`config.mk`:
```
export PLATFORM = sky130hd
export DESIGN_NAME = inst_fetch_ctrl_flat
export DESIGN_NICKNAME = d
export VERILOG_FILES = /design/src/rtl/inst_fetch_ctrl_if.sv /design/src/rtl/inst_fetch_ctrl.sv /design/src/flat_wrapper.sv
export SDC_FILE = /design/constraint.sdc
export NUM_CORES = 1
export LEC_CHECK = 0
export ABC_AREA = 1
export CORE_AREA = 2 2 169 171
export CTS_BUF_LIST = sky130_fd_sc_hd__clkbuf_8 sky130_fd_sc_hd__clkbuf_16
export DETAILED_ROUTE_END_ITERATION = 10
export DIE_AREA = 0 0 171 173
export MAX_ROUTING_LAYER = met4
export PLACE_DENSITY_LB_ADDON = 0.1
export SLEW_MARGIN = 20
export SYNTH_ARGS = -nofsm -noshare
export SYNTH_HDL_FRONTEND = slang
export SYNTH_SLANG_ARGS = --single-unit
```
`constraint.sdc`:
```
create_clock -name clk -period 3.2 [get_ports clk]
set_input_delay 0.64 -clock clk [delete_from_list [all_inputs] [get_ports clk]]
set_output_delay 0.64 -clock clk [all_outputs]
set_load 0.02 [all_outputs]
```
`src/rtl/inst_fetch_ctrl_if.sv`:
```
`default_nettype none
// ============================================================================
// Module   : inst_fetch_ctrl_if
// Brief    : SRAM-like instruction bus (req/addr_ok/data_ok) between fetch and memory.
// Revision : 1.0
// ============================================================================
interface inst_fetch_ctrl_if;
    logic        req;
    logic        wr;
    logic [1:0]  size;
    logic [3:0]  wstrb;
    logic [31:0] addr;
    logic [31:0] wdata;
    logic        addr_ok;
    logic        data_ok;
    logic [31:0] rdata;

    modport master (
        output req, wr, size, wstrb, addr, wdata,
        input  addr_ok, data_ok, rdata
    );

    modport slave (
        input  req, wr, size, wstrb, addr, wdata,
        output addr_ok, data_ok, rdata
    );
endinterface
`default_nettype wire

```
`src/rtl/inst_fetch_ctrl.sv`:
```
`default_nettype none
// ============================================================================
// Module   : inst_fetch_ctrl
// Brief    : Fetch-PC owner; one outstanding instruction request, redirects, ID handoff.
// Revision : 1.0
// ============================================================================
module inst_fetch_ctrl #(
    parameter logic [31:0] RESET_PC  = 32'hbfc00000,
    parameter logic [31:0] EX_VECTOR = 32'hbfc00380
) (
    input  wire logic          clk,
    input  wire logic          resetn,
    input  wire logic          ds_allowin,
    input  wire logic          br_taken,
    input  wire logic [31:0]   br_target,
    input  wire logic          wb_ex,
    input  wire logic          eret_flush,
    input  wire logic [31:0]   epc,
    output logic               fs_to_ds_valid,
    output logic [64:0]        fs_to_ds_bus,
    inst_fetch_ctrl_if.master  inst_sram
);

    localparam logic [1:0] S_BOOT = 2'd0;
    localparam logic [1:0] S_REQ  = 2'd1;
    localparam logic [1:0] S_WAIT = 2'd2;
    localparam logic [1:0] S_HOLD = 2'd3;

    logic [1:0]  state_q, state_d;
    logic [31:0] pc_q, pc_d;
    logic        redir_valid_q, redir_valid_d;
    logic [31:0] redir_pc_q, redir_pc_d;
    logic        cancel_q, cancel_d;
    logic [31:0] inst_buf_q, inst_buf_d;
    logic        ex_buf_q, ex_buf_d;

    logic        w_flush;
    logic [31:0] w_flush_target;
    logic        w_misaligned;
    logic        w_hold_exit;
    logic [31:0] w_next_pc;

    assign w_flush        = wb_ex | eret_flush;
    assign w_flush_target = wb_ex ? EX_VECTOR : epc;
    assign w_misaligned   = (pc_q[1:0] != 2'b00);
    assign w_hold_exit    = (state_q == S_HOLD) && ds_allowin && !w_flush;
    assign w_next_pc      = br_taken      ? br_target  :
                            redir_valid_q ? redir_pc_q :
                                            pc_q + 32'd4;

    always_ff @(posedge clk or negedge resetn) begin
        if (!resetn) begin
            state_q       <= S_BOOT;
            pc_q          <= RESET_PC;
            redir_valid_q <= 1'b0;
            redir_pc_q    <= 32'd0;
            cancel_q      <= 1'b0;
            inst_buf_q    <= 32'd0;
            ex_buf_q      <= 1'b0;
        end else begin
            state_q       <= state_d;
            pc_q          <= pc_d;
            redir_valid_q <= redir_valid_d;
            redir_pc_q    <= redir_pc_d;
            cancel_q      <= cancel_d;
            inst_buf_q    <= inst_buf_d;
            ex_buf_q      <= ex_buf_d;
        end
    end

    always_comb begin
        state_d = state_q;
        case (state_q)
            S_BOOT: state_d = S_REQ;
            S_REQ: begin
                if (w_misaligned)
                    state_d = w_flush ? S_REQ : S_HOLD;
                else if (inst_sram.addr_ok)
                    state_d = S_WAIT;
            end
            S_WAIT: begin
                // A flush coinciding with the return drops the word right away.
                if (inst_sram.data_ok)
                    state_d = (cancel_q || w_flush) ? S_REQ : S_HOLD;
            end
            S_HOLD: begin
                if (w_flush || ds_allowin)
                    state_d = S_REQ;
            end
            default: state_d = S_BOOT;
        endcase
    end

    always_comb begin
        pc_d          = pc_q;
        redir_valid_d = redir_valid_q;
        redir_pc_d    = redir_pc_q;
        cancel_d      = cancel_q;
        inst_buf_d    = inst_buf_q;
        ex_buf_d      = ex_buf_q;

        if (w_flush) begin
            pc_d          = w_flush_target;
            redir_valid_d = 1'b0;
        end else if (w_hold_exit) begin
            pc_d = w_next_pc;
            if (!br_taken && redir_valid_q)
                redir_valid_d = 1'b0;
        end else if (br_taken) begin
            redir_valid_d = 1'b1;
            redir_pc_d    = br_target;
        end

        case (state_q)
            S_REQ: begin
                if (w_misaligned) begin
                    if (!w_flush) begin
                        ex_buf_d   = 1'b1;
                        inst_buf_d = 32'd0;
                    end
                end else if (inst_sram.addr_ok) begin
                    cancel_d = w_flush;
                end
            end
            S_WAIT: begin
                if (inst_sram.data_ok) begin
                    cancel_d = 1'b0;
                    if (!cancel_q && !w_flush) begin
                        inst_buf_d = inst_sram.rdata;
                        ex_buf_d   = 1'b0;
                    end
                end else if (w_flush) begin
                    cancel_d = 1'b1;
                end
            end
            default: ;
        endcase
    end

    always_comb begin
        inst_sram.req  = (state_q == S_REQ) && !w_misaligned;
        fs_to_ds_valid = (state_q == S_HOLD);
    end

    assign inst_sram.addr  = pc_q;
    assign inst_sram.wr    = 1'b0;
    assign inst_sram.size  = 2'd2;
    assign inst_sram.wstrb = 4'd0;
    assign inst_sram.wdata = 32'd0;
    assign fs_to_ds_bus    = {ex_buf_q, inst_buf_q, pc_q};

endmodule
`default_nettype wire
```
`src/flat_wrapper.sv`:
```
// flat-port wrapper written by rule: the top's interface ports become plain ports
module inst_fetch_ctrl_flat 
#(
    parameter logic [31:0] RESET_PC  = 32'hbfc00000,
    parameter logic [31:0] EX_VECTOR = 32'hbfc00380
)
  (clk, resetn, ds_allowin, br_taken, br_target, wb_ex, eret_flush, epc, fs_to_ds_valid, fs_to_ds_bus, inst_sram_req, inst_sram_wr, inst_sram_size, inst_sram_wstrb, inst_sram_addr, inst_sram_wdata, inst_sram_addr_ok, inst_sram_data_ok, inst_sram_rdata);
  inst_fetch_ctrl_if inst_sram_i ();
  input  wire logic clk;
  input  wire logic resetn;
  input  wire logic ds_allowin;
  input  wire logic br_taken;
  input  wire logic [31:0] br_target;
  input  wire logic wb_ex;
  input  wire logic eret_flush;
  input  wire logic [31:0] epc;
  output logic fs_to_ds_valid;
  output logic [64:0] fs_to_ds_bus;
  output wire logic [$bits(inst_sram_i.req)-1:0] inst_sram_req;
  output wire logic [$bits(inst_sram_i.wr)-1:0] inst_sram_wr;
  output wire logic [$bits(inst_sram_i.size)-1:0] inst_sram_size;
  output wire logic [$bits(inst_sram_i.wstrb)-1:0] inst_sram_wstrb;
  output wire logic [$bits(inst_sram_i.addr)-1:0] inst_sram_addr;
  output wire logic [$bits(inst_sram_i.wdata)-1:0] inst_sram_wdata;
  input wire logic [$bits(inst_sram_i.addr_ok)-1:0] inst_sram_addr_ok;
  input wire logic [$bits(inst_sram_i.data_ok)-1:0] inst_sram_data_ok;
  input wire logic [$bits(inst_sram_i.rdata)-1:0] inst_sram_rdata;
  assign inst_sram_req = inst_sram_i.req;
  assign inst_sram_wr = inst_sram_i.wr;
  assign inst_sram_size = inst_sram_i.size;
  assign inst_sram_wstrb = inst_sram_i.wstrb;
  assign inst_sram_addr = inst_sram_i.addr;
  assign inst_sram_wdata = inst_sram_i.wdata;
  assign inst_sram_i.addr_ok = inst_sram_addr_ok;
  assign inst_sram_i.data_ok = inst_sram_data_ok;
  assign inst_sram_i.rdata = inst_sram_rdata;
  inst_fetch_ctrl #(.RESET_PC(RESET_PC), .EX_VECTOR(EX_VECTOR)) u_core (.clk(clk), .resetn(resetn), .ds_allowin(ds_allowin), .br_taken(br_taken), .br_target(br_target), .wb_ex(wb_ex), .eret_flush(eret_flush), .epc(epc), .fs_to_ds_valid(fs_to_ds_valid), .fs_to_ds_bus(fs_to_ds_bus), .inst_sram(inst_sram_i));
endmodule
```
==> impl_metrics.csv, run 1 <==
group,metric,value,unit
global_route,antenna_found_initial,1,
worst_setup_path,cp_max_fo,5,
worst_setup_path,crit_top_cell,"inv_1",
hold_path,hp-class,"in2async",
run,maxCapViolations,0,
layout,multi_input_area,2804,µm²
sta,whs,264.5,ps
synth,synth_cell_types,38,
drt,dr.pass1.iters,4,
global_route,grt_pass1_wl,34.84,mm
floorplanning,io-pin-count,242,
pwr,irDropWorstVdd,288.0,µV
global_route,grt_max_degree,64,
global_route,grt_pass1_vias,6011,
synth,synthCells,874,
floorplanning,start_util,22.68,%
pwr,pwr-share-clk,24.7,%
pwr,p_leak,4.044,nW
sta,min_period,2658,ps
layout,regArea,2539,µm²
worst_setup_path,crit_buf_inv,3,
drt,wl,22.52,mm
layout,layout-drive-gt1-share,5.364,%
synth,seq_area_frac_synth,40.51,%
floorplanning,die_x,171,µm
pwr,switching_share,37.35,%
floorplanning,dieArea,29580,µm²
sta,hold_viol_final,0,
pwr,internal-power,2.836,mW
drt,first_iter_violations,313,
sta,tightestPinTransition,632.4,ps
synth,yosys_warnings,0,
worst_setup_path,slowest_delay,670,ps
clocking,cts_inserted_buffers,9,
worst_setup_path,cp.required,2560,ps
worst_setup_path,crit_type,"reg2out",
worst_setup_path,crit_chain,"inv_1 > ha_1 > inv_1 > nor2_1 > clkdlybuf4s50_1",
worst_setup_path,timing.rr.start,"u_core.inst_sram.addr[3]$_DFFE_PN0N_",
clocking,cts.sink_count,101,
pwr,power_switching,1.690,mW
worst_setup_path,slowest_stage,"clkdlybuf4s50_1",
clocking,cts_hold_buf,0,
worst_setup_path,cp_top_family,"buffers and inverters",
worst_setup_path,cp-start-kind,"register",
drt,ant_nets,0,
place,hpwl,17.31,mm
floorplanning,die_h,173,µm
sta,rsz0062_at_grt,"false",
pwr,seqPwrFrac,39.2,%
sta,post-route-period-util,83.07,%
synth,syn_area,6267,µm²
clocking,insertion_delay,360,ps
worst_setup_path,cp_data_arrival_time,2020,ps
floorplanning,coreArea,27630,µm²
layout,syn2layout_area_growth,37.95,%
drt,routed-via-count,5931,
worst_setup_path,r2r_cells,9,
sta,setup_viol,0,
place,io_buffers,202,
worst_setup_path,startpoint,"u_core.state_q[1]$_DFFE_PN0P_",
clocking,clk_path_buf_depth,2,
global_route,grt.overflow.total,0,
global_route,grtUsageTotal,15.91,%
drt,drc,0,
clocking,post_cts_resized,0,
worst_setup_path,end_kind,"output port",
synth,yosys_register_bits,101,
sta,setup_tns,0,ps
layout,finalNetCount,1147,
pwr,power_frac_comb,36.2,%
pwr,power.density,523.5,nW/µm²
clocking,htreeDepth,3,
synth,syn_area_per_cell,7.171,µm²
sta,clock_skew,11.72,ps
clocking,clkTransAtPathRegs,80,ps
clocking,clockRootBuffer,"clkbuf_16",
sta,maxSlewHeadroom,57.59,%
drt,wl_per_cell,15.83,µm
drt,viasPerCell,4.168,
sta,fmax,0.3762,GHz
floorplanning,fp-row-count,61,
clocking,post_cts_buffers,0,
run_status,status,"complete, no violations",
synth,synthDominantCellAreaShare,36.73,%
synth,synth_largest_area_cell,"dfrtp_1",
worst_setup_path,r2r_end,"u_core.inst_sram.addr[30]$_DFFE_PN0N_",
synth,synth_area_leaders,"dfrtp_1 (37%), nand2_1 (17%), buf_4 (8.6%)",
sta,drv_slew,0,
clocking,cts_tree,"done",
layout,fillers,3071,
place,place_congestion,0.8202,
worst_setup_path,r2r_setup_slack,1190,ps
[final cells by class]
cell class                      count  share of cell area, %
Antenna cell                        1                0.02894
Timing Repair Buffer              218                  25.04
Clock inverter                      6                 0.6223
Multi-Input combinational cell    611                  32.43
Sequential cell                   101                  29.36
Clock buffer                       10                  2.764
Inverter                           98                  4.284
Tap cell                          378                  5.470
[worst max path at each step]
stage / endpoint / slack, ps / depth (start not counted)
after detailed placement: u_core.inst_sram.addr[18]$_DFFE_PN0N_ / 610 / 6
final: inst_sram_req / 540 / 5
after global routing: inst_sram_req / 450 / 5
after floorplan: u_core.redir_pc_q[0]$_DFFE_PN0P_ / 1450 / 7
after global placement: u_core.inst_sram.addr[5]$_DFFE_PN0N_ / 620 / 8
after CTS: inst_sram_req / 520 / 5
[flip-flops by register name (all words and copies together), names as in the netlist]
| name | count |
|---|---|
| u_core.cancel_q | 1 |
| u_core.ex_buf_q | 1 |
| u_core.inst_buf_q | 32 |
| u_core.inst_sram.addr | 32 |
| u_core.redir_pc_q | 32 |
| u_core.redir_valid_q | 1 |
| u_core.state_q | 2 |
[power groups by stage]
stage               Sequential [mW]  Combinational (mW)  Clock (mW)
floorplan                      1.94               0.772           0
global placement               1.80                1.66           0
CTS                            1.77                1.66        1.17
finish                         1.77                1.64        1.12
global route                   1.82                1.79        1.22
detailed placement             1.79                1.65           0
[cell families (layout without fill, tap and decap cells)]
group           Yosys count  count (layout)  synth area share [%]
compound gates          127             127                 12.12
xor+xnor                  3               3                0.4193
fa+ha+maj                 4               4                0.7986
buf+inv                 199             332                 16.97
flops                   101             101                 40.51
mux                       4               4                0.7187
other cells               2              40                0.1198
simple gates            434             434                 28.35
[layout by cell type, fill, tap and decap left out, types with 2 or more instances in the layout]
master,instances
nand2_1,286
clkdlybuf4s50_1,201
inv_1,96
dfrtp_1,92
nor2_1,76
o21ai_0,62
nand3_1,47
conb_1,39
a21oi_1,24
a211oi_1,20
buf_4,15
clkbuf_16,9
dfstp_2,9
o211ai_1,8
nand4_1,7
nor3_1,6
o221ai_1,6
mux2_1,4
ha_1,4
nor2_2,3
clkinv_4,3
nand3_2,2
nand2_2,2
xor2_1,2
o22ai_1,2
buf_12,2
[Yosys cell counts, drive strengths merged]
cell,count
mux2,4
nand2,289
nand4,7
ha,4
xor2,2
conb,2
nand3,49
a22oi,1
a21oi,24
clkbuf,14
xnor2,1
nor3b,1
a211oi,20
nor2,81
dfstp,9
o211ai,9
o21bai,1
a221oi,1
o22ai,2
o221ai,6
nand3b,1
buf,87
dfrtp,92
o21ai,63
nor3,6
inv,98
[stage by stage]
stage          power [mW]  cells  util, %  area, µm²  worst slack [ps]
6_report            4.526   1423    31.29       8646             541.9
5_1_grt             4.833   1423    31.29       8646             454.5
4_1_cts             4.605   1422    31.28       8643             523.1
3_5_place_dp        3.442   1406    30.22       8351             609.0
3_3_place_gp        3.461   1406    30.22       8351             617.8
2_1_floorplan       2.715    911        -       6406              1451
[routing by layer]
layer | wire length (µm) | global-route usage, %
met5 | 0 | -
met4 | 347 | 3.496
met3 | 1595 | 4.326
met2 | 10240 | 24.78
met1 | 10340 | 20.59
Note: power is estimated with default switching activity, not from simulation.
==> inputs of run 2 (changes only) <==
==> constraint.sdc (replaced) <==
create_clock -name clk -period 2.7 [get_ports clk]
set_input_delay 0.54 -clock clk [delete_from_list [all_inputs] [get_ports clk]]
set_output_delay 0.54 -clock clk [all_outputs]
set_load 0.02 [all_outputs]
==> run 2 against run 1 <==
  * Register-to-register slack worse by 430 ps
  * Worst hold slack worse by 41 ps
  * Die area stayed put
  * Sequential power grew 19%
  * Largest cell class unchanged
  * Routed wire length is 0.52% lower
==> impl_metrics.csv, run 2 (synthesis gave the netlist of run 1 again) <==
group,metric,value,unit
worst_setup_path,r2r_end,"u_core.inst_sram.addr[16]$_DFFE_PN0N_",
pwr,irDropWorstVdd,296.5,µV
worst_setup_path,cp-start-kind,"register",
clocking,htreeDepth,3,
pwr,p_leak,4.106,nW
sta,drv_slew,0,
sta,setup_viol,0,
drt,routed-via-count,5963,
place,io_buffers,202,
floorplanning,fp-row-count,61,
global_route,grt_max_degree,102,
sta,rsz0062_at_grt,"false",
layout,final_area,8743,µm²
layout,antenna_cells,0,
clocking,insertion_delay,360,ps
worst_setup_path,timing.rr.start,"u_core.inst_sram.addr[3]$_DFFE_PN0N_",
floorplanning,die_x,171,µm
layout,regArea,2539,µm²
global_route,antenna_found_initial,0,
pwr,power_switching,2.011,mW
sta,whs,223.3,ps
sta,min_period,2532,ps
layout,finalNetCount,1160,
floorplanning,dieArea,29580,µm²
place,hpwl,17.06,mm
pwr,switching_share,37.41,%
worst_setup_path,cp.required,2160,ps
sta,tightestPinTransition,630.6,ps
place,postPlaceCellArea,8461,µm²
worst_setup_path,cp_data_arrival_time,1990,ps
worst_setup_path,end_kind,"output port",
sta,setup_tns,0,ps
pwr,p_total,5.376,mW
layout,multi_input_area,2804,µm²
floorplanning,start_util,22.68,%
clocking,cts_tree,"done",
sta,maxSlewHeadroom,57.96,%
drt,wl_per_cell,15.61,µm
drt,drc,0,
pwr,power.density,614.8,nW/µm²
pwr,seqPwrFrac,39.1,%
layout,layout-drive-gt1-share,6.528,%
worst_setup_path,startpoint,"u_core.state_q[1]$_DFFE_PN0P_",
hold_path,hp-class,"in2async",
worst_setup_path,cp-endpoint,"inst_sram_req",
pwr,power_frac_comb,36.6,%
layout,syn2layout_area_growth,39.51,%
run,maxCapViolations,0,
pwr,pwr-share-clk,24.3,%
clocking,cts.sink_count,101,
layout,final_cell_mix,"nand2_1 (286), clkdlybuf4s50_1 (201), inv_1 (96)",
floorplanning,coreArea,27630,µm²
sta,clock_skew,14.08,ps
clocking,clockRootBuffer,"clkbuf_16",
floorplanning,die_h,173,µm
drt,ant_nets,0,
drt,wl,22.40,mm
global_route,grt_pass1_vias,5920,
sta,post-route-period-util,93.78,%
drt,first_iter_violations,313,
worst_setup_path,r2r_setup_slack,760,ps
clocking,post_cts_buffers,0,
clocking,post_cts_resized,0,
worst_setup_path,r2r_cells,8,
clocking,cts_hold_buf,0,
run_status,status,"complete, no violations",
global_route,grt_pass1_wl,34.31,mm
drt,viasPerCell,4.155,
clocking,cts_inserted_buffers,9,
drt,dr.pass1.iters,5,
layout,final_common_cell,"nand2_1",
place,place_congestion,0.8101,
clocking,clk_path_buf_depth,2,
worst_setup_path,crit_type,"reg2out",
worst_setup_path,cp_max_fo,5,
pwr,internal-power,3.365,mW
sta,hold_viol_final,0,
clocking,clkTransAtPathRegs,80,ps
sta,fmax,0.3949,GHz
floorplanning,io-pin-count,242,
global_route,grt.overflow.total,0,
global_route,grtUsageTotal,15.59,%
layout,fillers,3068,
run 2: metrics by stage:
step | utilization (%) | std cells | setup WS (ps)
3_5_place_dp | 30.62 | 1419 | 209.2
4_1_cts | 31.65 | 1435 | 133.0
2_1_floorplan | - | 911 | 953.1
6_report | 31.65 | 1435 | 167.9
3_3_place_gp | 30.62 | 1419 | 236.3
5_1_grt | 31.65 | 1435 | 6.222
run 2: per-layer routing:
| layer | part of all wire (%) | track usage, % |
|---|---|---|
| met1 | 46 | 20.24 |
| met2 | 47 | 24.97 |
| met3 | 6.5 | 3.799 |
| met4 | 0.82 | 2.578 |
| met5 | 0 | - |
run 2: worst min path at each step:
stage                                           start                                    end  slack [ps]  depth (start not counted)
CTS                                            resetn  u_core.inst_sram.addr[13]$_DFFE_PN0N_         290                          2
global placement    u_core.inst_buf_q[18]$_DFFE_PN0P_      u_core.inst_buf_q[18]$_DFFE_PN0P_         460                          2
global route                                   resetn  u_core.inst_sram.addr[12]$_DFFE_PN0N_         260                          2
detailed placement   u_core.inst_buf_q[7]$_DFFE_PN0P_       u_core.inst_buf_q[7]$_DFFE_PN0P_         460                          2
finish                                         resetn  u_core.inst_sram.addr[13]$_DFFE_PN0N_         220                          2
floorplan                                      resetn            u_core.cancel_q$_DFFE_PN0P_         240                          0
run 2: power groups by stage:
stage / Combinational (mW) / Sequential, mW / Clock, mW
after floorplan: 0.915 / 2.30 / 0
after global placement: 2.00 / 2.13 / 0
after detailed placement: 1.99 / 2.12 / 0
after CTS: 2.00 / 2.10 / 1.36
after global routing: 2.17 / 2.15 / 1.42
final: 1.97 / 2.10 / 1.31
run 2: final cells by class:
type	instances	area share, %
multi-input cells	611	32.07
flip-flops and latches	101	29.04
repair buffers	231	26.02
well taps	378	5.409
inverters	98	4.236
clock buffers	9	2.576
clock inverters	7	0.6583
run 2: worst max-delay path, cell delays in order, from the launching register on:
cell and delay [ps]:
dfrtp_1 410, inv_1 80, ha_1 180, inv_1 130, nor2_1 180, clkdlybuf4s50_1 660
